$ cat src/rtl/sensefiltsync.sv
// rtl/sensefiltsync.sv - multi-channel sense-input synchroniser with stability filter.
// Optional rise/fall pulse outputs are built only when SENSEFILTSYNC_EDGE_EN is defined.
module sensefiltsync #(
  parameter int CHANNELS    = 4,
  parameter int SYNC_STAGES = 2,
  parameter int FILT_LEN    = 4
) (
  input  logic                clk_sampler,
  input  logic                rst_sampler_sync,
  input  logic [CHANNELS-1:0] sense_in,
  output logic [CHANNELS-1:0] sensefiltsync_sampler_sense_in_r_sync,
  output logic [CHANNELS-1:0] sensefiltsync_sampler_sense_in_rise,
  output logic [CHANNELS-1:0] sensefiltsync_sampler_sense_in_fall
);

  localparam int CW = (FILT_LEN > 1) ? $clog2(FILT_LEN) : 1;
  localparam logic [CW-1:0] CNT_MAX = CW'(FILT_LEN - 1);

  if (CHANNELS < 1) begin : g_bad_channels
    $error("sensefiltsync: CHANNELS must be >= 1");
  end
  if (SYNC_STAGES < 2) begin : g_bad_sync
    $error("sensefiltsync: SYNC_STAGES must be >= 2");
  end
  if (FILT_LEN < 1) begin : g_bad_filt
    $error("sensefiltsync: FILT_LEN must be >= 1");
  end

  logic [SYNC_STAGES-1:0][CHANNELS-1:0] sync_q, sync_d;
  logic [CHANNELS-1:0][CW-1:0]          cnt_q, cnt_d;
  logic [CHANNELS-1:0]                  filt_q, filt_d;
  logic [CHANNELS-1:0]                  synced;
  logic [CHANNELS-1:0]                  upd;

  assign synced = sync_q[SYNC_STAGES-1];

  always_comb begin
    sync_d    = sync_q;
    sync_d[0] = sense_in;
    for (int k = 1; k < SYNC_STAGES; k++) begin
      sync_d[k] = sync_q[k-1];
    end
  end

  // The counter only advances while the synced value disagrees with the filtered
  // level; any agreeing cycle restarts it, so short excursions never accumulate.
  always_comb begin
    cnt_d = '0;
    upd   = '0;
    for (int i = 0; i < CHANNELS; i++) begin
      if (synced[i] != filt_q[i]) begin
        if (cnt_q[i] == CNT_MAX) begin
          upd[i] = 1'b1;
        end else begin
          cnt_d[i] = cnt_q[i] + 1'b1;
        end
      end
    end
    filt_d = filt_q ^ upd;
  end

  always_ff @(posedge clk_sampler or posedge rst_sampler_sync) begin
    if (rst_sampler_sync) begin
      sync_q <= '0;
      cnt_q  <= '0;
      filt_q <= '0;
    end else begin
      sync_q <= sync_d;
      cnt_q  <= cnt_d;
      filt_q <= filt_d;
    end
  end

  assign sensefiltsync_sampler_sense_in_r_sync = filt_q;

`ifdef SENSEFILTSYNC_EDGE_EN
  logic [CHANNELS-1:0] rise_q, rise_d, fall_q, fall_d;

  always_comb begin
    rise_d = upd & synced;
    fall_d = upd & ~synced;
  end

  always_ff @(posedge clk_sampler or posedge rst_sampler_sync) begin
    if (rst_sampler_sync) begin
      rise_q <= '0;
      fall_q <= '0;
    end else begin
      rise_q <= rise_d;
      fall_q <= fall_d;
    end
  end

  assign sensefiltsync_sampler_sense_in_rise = rise_q;
  assign sensefiltsync_sampler_sense_in_fall = fall_q;
`else
  assign sensefiltsync_sampler_sense_in_rise = '0;
  assign sensefiltsync_sampler_sense_in_fall = '0;
`endif

endmodule
$ cat config.mk
export PLATFORM = sky130hd
export DESIGN_NAME = sensefiltsync
export DESIGN_NICKNAME = d
export VERILOG_FILES = /design/src/rtl/sensefiltsync.sv
export SDC_FILE = /design/constraint.sdc
export NUM_CORES = 1
export LEC_CHECK = 0
export CAP_MARGIN = 20
export CORE_AREA = 2 2 39 41
export DETAILED_ROUTE_END_ITERATION = 12
export DIE_AREA = 0 0 41 43
export DONT_BUFFER_PORTS = 1
export GPL_TIMING_DRIVEN = 1
export PLACE_DENSITY = 0.82
export SLEW_MARGIN = 15
export SYNTH_ARGS = -nofsm -noshare
export SYNTH_HDL_FRONTEND = slang
export SYNTH_SLANG_ARGS = --single-unit
$ cat constraint.sdc
create_clock -name clk_sampler -period 2.7 [get_ports clk_sampler]
set_input_delay 0.54 -clock clk_sampler [delete_from_list [all_inputs] [get_ports clk_sampler]]
set_output_delay 0.54 -clock clk_sampler [all_outputs]
set_load 0.02 [all_outputs]
==> metrics.txt, run 1 <==
status complete, no violations; Final WS setup 1.37 ns; Final Max Slew Viols 0; Comb power frac roughly 22%; Placer Congestion around 0.60; Clock Latency Late Sink 0.28 ns; Peak VDD IR 447 uV; All-Layer GR Usage 11.2%; cell area after layout approximately 790 um^2; DP HPWL about 620 um; Place WS 1.63 ns; Die Wd 41 um; Initial Util 55.2%; cell count after synthesis 50; Fmax achieved roughly 750 MHz; max-cap viol count 0; port buffer count 0; Syn-to-layout area delta 2.95%; drt total wl 781 um; share of cells above drive strength 1 22.6%; Switching Share a little under a third; Reg clk slew, reported paths 0.10 ns; die area 1760 um^2; crit path kind flip-flop to output port; Yosys Warn Count 0; antenna viol nets, final 0; Slew headroom between 50 and 60%; die height between 40 and 50 um; number of library cell types mapped by synthesis 9; num rows 14; vias 317; number of global-route vias before repair 310; DP Area 749 um^2; Max Buffers Root-to-Sink 2; Pleak 0.380 nW; H-tree Lvls 1; setup repair bufs after CTS 0; worst hold slack between 0.2 and 0.25 ns; Hold Path Class input pin to async pin; CTS tree built; drt first-iter violations 0; multi-input logic area 225 um^2; Clk pwr share 19.8%; Filler cells around 130; Worst Path Required between 2 and 2.5 ns; Hold Fails Final Rpt 0; Pint 565 uW; routed wire length per instance 11.3 um; via/cell ratio 4.59; CP startpoint kind flip-flop; fin crit period approximately 1.3 ns; period utilisation layout 49.2%; largest net degree at the start of global routing 21; Num Clock Sinks 20; R2R setup slack 1.67 ns; Nets 64; core area around 1400 um^2; Max Fanout on Critical Path 3; RSZ-0062 raised after global routing no; final core occ 56.8%; Remaining DRCs 0; Pre-antenna DRT Iters 1; setup TNS 0 ns; Sw Pwr 258 uW; CTS buffer count 3; CP Capture Type output port; register bit count reported by yosys 20; Mapped Area roughly 760 um^2; post-synthesis average cell area around 15 um^2; Boundary Pins 18; hold buffers post-CTS 0; initial antenna violation count 0; number of setup violations in the final report 0; Register Area 500 um^2; post_cts resized 0; Worst EP arrival 0.79 ns; Seq/Total Area, Yosys 65.6%; Seq pwr share 58.4%; worst-margin pin slew 0.685 ns; Root Driver clkbuf_4; pwr/cell area 1050 nW/um^2; clock skew 0.00284 ns; worst r2r src cnt_q[4]; Reg2Reg Depth 2; grt total ovfl 0; first-pass GRT wire length 1240 um; ANT cells 0
Yosys cell counts, drive strengths merged:
library cell,count,area [um^2]
nor2b,4,25.0
inv,1,3.75
ha,4,50.1
conb,1,3.75
mux2,4,45.0
nor3,4,40.0
xnor2,4,35.0
dfrtp,20,500
buf,8,60.1
logic make-up after synthesis:
group,count (synthesis),share of synthesized area [%]
xor+xnor,4,4.59
simple gates,8,8.52
buf+inv,9,8.36
flops,20,65.6
mux,4,5.90
fa+ha+maj,4,6.56
other cells,1,0.491
metrics by stage:
stage	instances	power [mW]
finish	69	0.824
global route	69	0.889
CTS	69	0.838
detailed placement	65	0.673
global placement	65	0.662
floorplan	57	0.643
cells in the final DEF (no fill, tap or decap):
cell      count
clkbuf_4      3
clkbuf_8      1
conb_1        8
dfrtp_1      20
ha_1          4
inv_1         1
mux2_2        4
nor2b_1       4
nor3_2        4
xnor2_1       4
layer usage:
| layer | vias up | wire [um] | GRT usage, % |
|---|---|---|---|
| met2 | 11 | 355 | 13.1 |
| met3 | 2 | 48 | 4.71 |
| li1 | 152 | - | - |
| met5 | - | 0 | 0 |
| met4 | 0 | 5 | 8.00 |
| met1 | 152 | 371 | 16.2 |
cell type report:
class / count / area share [%]
inverters: 1 / 0.478
multi-input cells: 28 / 28.7
clock buffers: 4 / 4.62
flip-flops and latches: 20 / 63.7
well taps: 16 / 2.55
power by group through the flow:
stage | Combinational (mW) | Sequential [mW] | Clock [mW]
finish | 0.180 | 0.481 | 0.163
global route | 0.210 | 0.492 | 0.186
CTS | 0.185 | 0.483 | 0.170
detailed placement | 0.184 | 0.489 | 0
global placement | 0.177 | 0.485 | 0
floorplan | 0.167 | 0.476 | 0
how the worst max path moves through the flow:
stage	cells after the start	slack [ns]	to
final	0	1.37	sensefiltsync_sampler_sense_in_r_sync[2]
after global routing	0	1.31	sensefiltsync_sampler_sense_in_r_sync[2]
after CTS	0	1.35	sensefiltsync_sampler_sense_in_r_sync[2]
after detailed placement	1	1.63	cnt_q[4]
after global placement	1	1.67	cnt_q[4]
after floorplan	0	1.71	sensefiltsync_sampler_sense_in_r_sync[3]
(Power assumes the default switching activity.)
==> run 2: changes to the inputs <==
--- a/config.mk
+++ b/config.mk
@@ -6,12 +6,11 @@
 export NUM_CORES = 1
 export LEC_CHECK = 0
 export CAP_MARGIN = 20
-export CORE_AREA = 2 2 39 41
+export CORE_UTILIZATION = 57
 export DETAILED_ROUTE_END_ITERATION = 12
-export DIE_AREA = 0 0 41 43
 export DONT_BUFFER_PORTS = 1
 export GPL_TIMING_DRIVEN = 1
-export PLACE_DENSITY = 0.82
+export PLACE_DENSITY = 0.81
 export SLEW_MARGIN = 15
 export SYNTH_ARGS = -nofsm -noshare
 export SYNTH_HDL_FRONTEND = slang
==> constraint.sdc (replaced) <==
create_clock -name clk_sampler -period 1.24 [get_ports clk_sampler]
set_input_delay 0.248 -clock clk_sampler [delete_from_list [all_inputs] [get_ports clk_sampler]]
set_output_delay 0.248 -clock clk_sampler [all_outputs]
set_load 0.02 [all_outputs]
==> run 2 against run 1 <==
Net effect:
- total power grew 120%
- register-to-register slack got worse by 1.5 ns
- combinational power up 140%
- clock skew rose by 0.0094 ns
- hold slack gained 0.13 ns
- routed wire length up 39%
- via count grew 15%
- critical path type unchanged
- critical endpoint is now sensefiltsync_sampler_sense_in_r_sync[3]
==> metrics.txt, run 2 (synthesis gave the netlist of run 1 again) <==
most common cell after layout, fill and taps aside dfrtp_1; period utilisation layout roughly 85%; max-cap viol count 0 (unchanged); most frequent cells in the layout 20 x dfrtp_1, 8 x conb_1, 5 x dlygate4sd3_1; status complete, no violations; Pre-antenna DRT Iters 2 (+1); fin crit period about 1.1 ns; Hold Path Class flip-flop to flip-flop; Met3 Routed Length 51 um (+6.3%); Post-Layout Cell Count 73 (+5.8%); highest routed layer met4; CTS tree built; CTS buffer count 3 (unchanged); H-tree Lvls 1 (unchanged); CP startpoint kind flip-flop; DP HPWL 785 um (+27%); Syn-to-layout area delta 10.2%; All-Layer GR Usage 19.9% (+8.7 points); pwr/cell area 2200 nW/um^2 (+110%); num rows 12 (-2); post_cts resized 0 (unchanged); number of global-route vias before repair 436 (+41%); Worst EP arrival 0.81 ns (+0.02 ns); Peak VDD IR 1220 uV (+170%); CP Capture Type output port; drt total wl 1080 um (+39%); WL met2 636 um (+79%); routed wire length per instance 14.8 um (+31%); via/cell ratio 5.00 (+8.8%); RSZ-0062 raised after global routing no; port buffer count 0 (unchanged); Die Wd 38.6 um (-5.9%); clock skew 0.0123 ns (+0.00944 ns); number of setup violations in the final report 0 (unchanged); first-pass GRT wire length 1810 um (+47%); core area 1170 um^2 (-15%); Remaining DRCs 0 (unchanged); crit path kind flip-flop to output port; grt total ovfl 0 (unchanged); largest net degree at the start of global routing 21 (unchanged); Final Max Slew Viols 0 (unchanged); Reg clk slew, reported paths 0.11 ns (about the same); Max Fanout on Critical Path 3 (unchanged); Worst Path Required 0.99 ns (-1.17 ns); setup TNS 0 ns (unchanged); initial antenna violation count 0 (unchanged); WL met1 363 um (-2.2%); vias 365 (+15%); setup repair bufs after CTS 0 (unchanged); Pleak 0.406 nW (+6.8%); antenna viol nets, final 0 (unchanged); Max Buffers Root-to-Sink 2 (unchanged); Root Driver clkbuf_4; ANT cells 0 (unchanged); die height 38.6 um (-10%); Nets 70 (+9.4%); Initial Util 65.2% (+10 points); drt first-iter violations 1 (+1); Num Clock Sinks 20 (unchanged); hold buffers post-CTS 5 (+5); share of cells above drive strength 1 22.0% (-0.61 points); Fmax achieved ~950 MHz; Clock Latency Late Sink 0.29 ns (about the same); Boundary Pins 18 (unchanged); placed cells 64 (-1.5%); Placer Congestion 0.635 (+5.7%); die area 1490 um^2 (-16%); Hold Fails Final Rpt 0 (unchanged)
==> run 2: cell types whose count changed in the layout (fill, tap and decap cells not counted), sizes merged <==
cell | previous run | this run
buf | 0 | 1
dlygate4sd3 | 0 | 5
==> run 2: stage by stage <==
step | hold WS, ns | instance area [um^2] | utilization (%) | total power, mW | worst slack, ns
after CTS | 0.360 | 841 | 71.8 | 1.87 | 0.183
final | 0.360 | 841 | 71.8 | 1.85 | 0.185
after global routing | 0.368 | 841 | 71.8 | 1.98 | 0.156
after global placement | 0.166 | 754 | 64.4 | 1.42 | 0.252
after detailed placement | 0.172 | 754 | 64.4 | 1.50 | 0.193
after floorplan | 0.212 | 790 | - | 1.40 | 0.270
==> run 2: routing by layer <==
metal  up-vias  track usage, %
li1        165               -
met1       180            19.3
met2        16            36.7
met3         4            4.05
met4         0            13.8
met5         -               0
==> run 2: cell type report <==
type	instances	area [um^2]
Fill cell	69	330
Multi-Input combinational cell	28	225
Tap cell	14	17.5
Inverter	1	3.75
Timing Repair Buffer	6	57.6
Sequential cell	20	500
Clock buffer	4	36.3
==> run 2: final timing paths <==
path / startpoint / end / slack, ns / depth (start not counted)
max in group asynchronous: rst_sampler_sync / async pin / 0.63 / 3
min reg2reg: sync_d[4] / synced[0] / 0.36 / 0
min: sync_d[4] / synced[0] / 0.36 / 0
min in group asynchronous: rst_sampler_sync / synced[3] / 0.40 / 3
max: flip-flop / sensefiltsync_sampler_sense_in_r_sync[3] / 0.19 / 0
max reg2reg: cnt_q[6] / flip-flop / 0.19 / 2
==> run 2: where the power goes <==
part	internal (mW)	switching, mW
Clock	0.179	0.176
Combinational	0.233	0.197
Sequential	0.836	0.230
Total	1.25	0.603
==> run 3: changes to the inputs <==
--- a/config.mk
+++ b/config.mk
@@ -5,12 +5,14 @@
 export SDC_FILE = /design/constraint.sdc
 export NUM_CORES = 1
 export LEC_CHECK = 0
+export ABC_AREA = 1
 export CAP_MARGIN = 20
-export CORE_UTILIZATION = 57
+export CORE_AREA = 2 2 39 41
 export DETAILED_ROUTE_END_ITERATION = 12
+export DIE_AREA = 0 0 41 43
 export DONT_BUFFER_PORTS = 1
 export GPL_TIMING_DRIVEN = 1
-export PLACE_DENSITY = 0.81
+export PLACE_DENSITY = 0.85
 export SLEW_MARGIN = 15
 export SYNTH_ARGS = -nofsm -noshare
 export SYNTH_HDL_FRONTEND = slang
==> constraint.sdc (replaced) <==
create_clock -name clk_sampler -period 1.27 [get_ports clk_sampler]
set_input_delay 0.254 -clock clk_sampler [delete_from_list [all_inputs] [get_ports clk_sampler]]
set_output_delay 0.254 -clock clk_sampler [all_outputs]
set_load 0.02 [all_outputs]
==> run 3 against run 2 <==
Net effect:
- clock power fell by 21%
- highest routed layer unchanged
- global-route usage fell by 4.5 points
- register-to-register slack improved by 0.05 ns
- critical path type unchanged
- synthesized cell count rose by 56%
- critical path depth did not move
- sequential power fell by 8%
- sequential share of layout area fell by 1.6 points
- via count rose by 23%
- routed wire length fell by 6.9%
- synthesized area rose by 4.6%
- worst setup slack improved by 0.054 ns
==> metrics.txt, run 3 <==
Hold Startpoint sync_d[4]; cell count after synthesis 78 (+56%); antenna viol nets, final 0 (unchanged); DP Area 792 um^2 (+5.0%); drt total wl 1010 um (-6.9%); port buffer count 0 (unchanged); worst hold slack 0.358 ns (-0.00189 ns); vias 449 (+23%); Synth area leaders dfrtp_1 63%, buf_4 7.5%, nand2_1 7.5%; fraction of registers with async set/reset 100% (unchanged); Pleak 0.472 nW (+16%); core area 1380 um^2 (+18%); die height 43 um (+11%); Final WS setup 0.239 ns (+0.0541 ns); Fmax achieved 970 MHz; status complete, no violations; H-tree Lvls 1 (unchanged); post-synthesis average cell area 10.2 um^2 (-33%); most frequent cells in the layout 20 x dfrtp_1, 16 x nand2_1, 13 x inv_1; cell area after layout 865 um^2 (+2.8%); hold path endpoint synced[0]; Yosys Warn Count 0 (unchanged); Max Buffers Root-to-Sink 2 (unchanged); Power, Total 1.67 mW (-9.9%); Post-Layout Cell Count 102 (+40%); ANT cells 0 (unchanged); Clk pwr share 16.8% (-2.4 points); R2R Path End cnt_q[2]; setup repair bufs after CTS 0 (unchanged); crit path kind flip-flop to output port; Initial Util 57.7% (-7.5 points); placed cells 94 (+47%); Seq pwr share 58.8% (+1.2 points); clock skew 0.00280 ns (-0.00948 ns); Commonest cells post-synth 20 x dfrtp_1, 16 x nand2_1, 13 x inv_1, 8 x buf_4, 8 x nor2_1; pwr/cell area 1930 nW/um^2 (-12%); Peak VDD IR 1170 uV (-4.3%); Reg2Reg Depth 3 (+1); Root Driver clkbuf_4; register bit count reported by yosys 20 (unchanged); Synth Flop Type dfrtp_1; RSZ-0062 raised after global routing no; via/cell ratio 4.40 (-12%); Switching Share 34.5% (+1.9 points); DP HPWL 715 um (-8.9%); Die Wd 41 um (+6.2%); CP Capture Type output port; Worst EP arrival 0.78 ns (-0.03 ns); Mapped Area 798 um^2 (+4.6%); number of global-route vias before repair 461 (+5.7%); R2R setup slack 0.24 ns (+0.05 ns); first-pass GRT wire length 1750 um (-3.8%); CTS buffer count 3 (unchanged); Nets 98 (+40%); Seq/Total Area, Yosys 62.7% (-2.9 points); routed wire length per instance 9.88 um (-33%); drt first-iter violations 7 (+6); Max Fanout on Critical Path 3 (unchanged); worst r2r src cnt_q[2]; Reg clk slew, reported paths 0.10 ns (about the same); Post-synth EDFFs 0 (unchanged); setup TNS 0 ns (unchanged); Worst Path Required 1.02 ns (+0.03 ns); most common cell in the netlist dfrtp_1; max-cap viol count 0 (unchanged); worst hold stages 0 (unchanged); number of library cell types mapped by synthesis 9 (unchanged); Placer Congestion 0.711 (+12%); die area 1760 um^2 (+18%); Pre-antenna DRT Iters 3 (+1); Hold Path Class flip-flop to flip-flop; initial antenna violation count 0 (unchanged); final core occ 62.5% (-9.3 points); share of cells above drive strength 1 4.65% (-17 points); Remaining DRCs 0 (unchanged); area leader, netlist dfrtp_1; CP startpoint kind flip-flop; Pint 1.09 mW (-12%); number of setup violations in the final report 0 (unchanged); Clock Latency Late Sink 0.28 ns (about the same); Sw Pwr 575 uW (-4.6%); largest net degree at the start of global routing 21 (unchanged); Yosys top cell area share 62.7% (-2.9 points); grt total ovfl 0 (unchanged); All-Layer GR Usage 15.4% (-4.5 points); Syn-to-layout area delta 8.31%; fin crit period 1.03 ns; Num Clock Sinks 20 (unchanged); most common cell after layout, fill and taps aside dfrtp_1; num rows 14 (+2); Comb power frac 24.4% (+1.2 points); Hold Fails Final Rpt 0 (unchanged); Boundary Pins 18 (unchanged); Final Max Slew Viols 0 (unchanged); Place WS 0.265 ns (+0.0721 ns); CTS tree built; period utilisation layout 81.2%
-- run 3: layout make-up --
cell class                      count  area, um^2
Inverter                           13        48.8
Sequential cell                    20         500
Fill cell                         116         519
Clock buffer                        3        22.5
Multi-Input combinational cell     44         215
Timing Repair Buffer                6        57.6
Tap cell                           16        20.0
-- run 3: logic make-up after synthesis --
kind of cell / after synthesis / share of synthesized area (%)
buf+inv: 21 / 13.6
fa+ha+maj: 4 / 6.27
flops: 20 / 62.7
compound gates: 4 / 2.51
other cells: 1 / 0.470
simple gates: 28 / 14.4
-- run 3: power by group through the flow --
| stage | Clock [mW] | Combinational (mW) | Sequential (mW) |
|---|---|---|---|
| 3_5_place_dp | 0 | 0.405 | 0.995 |
| 4_1_cts | 0.293 | 0.419 | 0.982 |
| 5_1_grt | 0.317 | 0.498 | 1.00 |
| 2_1_floorplan | 0 | 0.348 | 0.969 |
| 6_report | 0.280 | 0.406 | 0.981 |
| 3_3_place_gp | 0 | 0.359 | 0.984 |
-- run 3: how the worst max path moves through the flow --
stage          startpoint                                       end  slack (ns)  depth (start not counted)
3_3_place_gp     cnt_q[2]                                  cnt_q[2]        0.32                          3
5_1_grt         flip-flop  sensefiltsync_sampler_sense_in_r_sync[3]        0.19                          0
3_5_place_dp     cnt_q[2]                                  cnt_q[2]        0.26                          3
6_report        flip-flop  sensefiltsync_sampler_sense_in_r_sync[1]        0.24                          0
4_1_cts         flip-flop  sensefiltsync_sampler_sense_in_r_sync[2]        0.22                          0
2_1_floorplan    cnt_q[2]                                  cnt_q[2]        0.35                          3
-- run 3: timing repair --
action	in CTS	in global routing
endpoints found under the hold margin	24	0
gates resized for setup	0	0
hold buffers	5	0
-- run 3: routing by layer --
metal  global-route usage [%]  vias to the layer above  wire length [um]
li1                         -                      231                 -
met1                     21.0                      201               447
met2                     21.6                       15               489
met3                     4.71                        2                53
met4                     8.00                        0                17
met5                        0                        -                 0
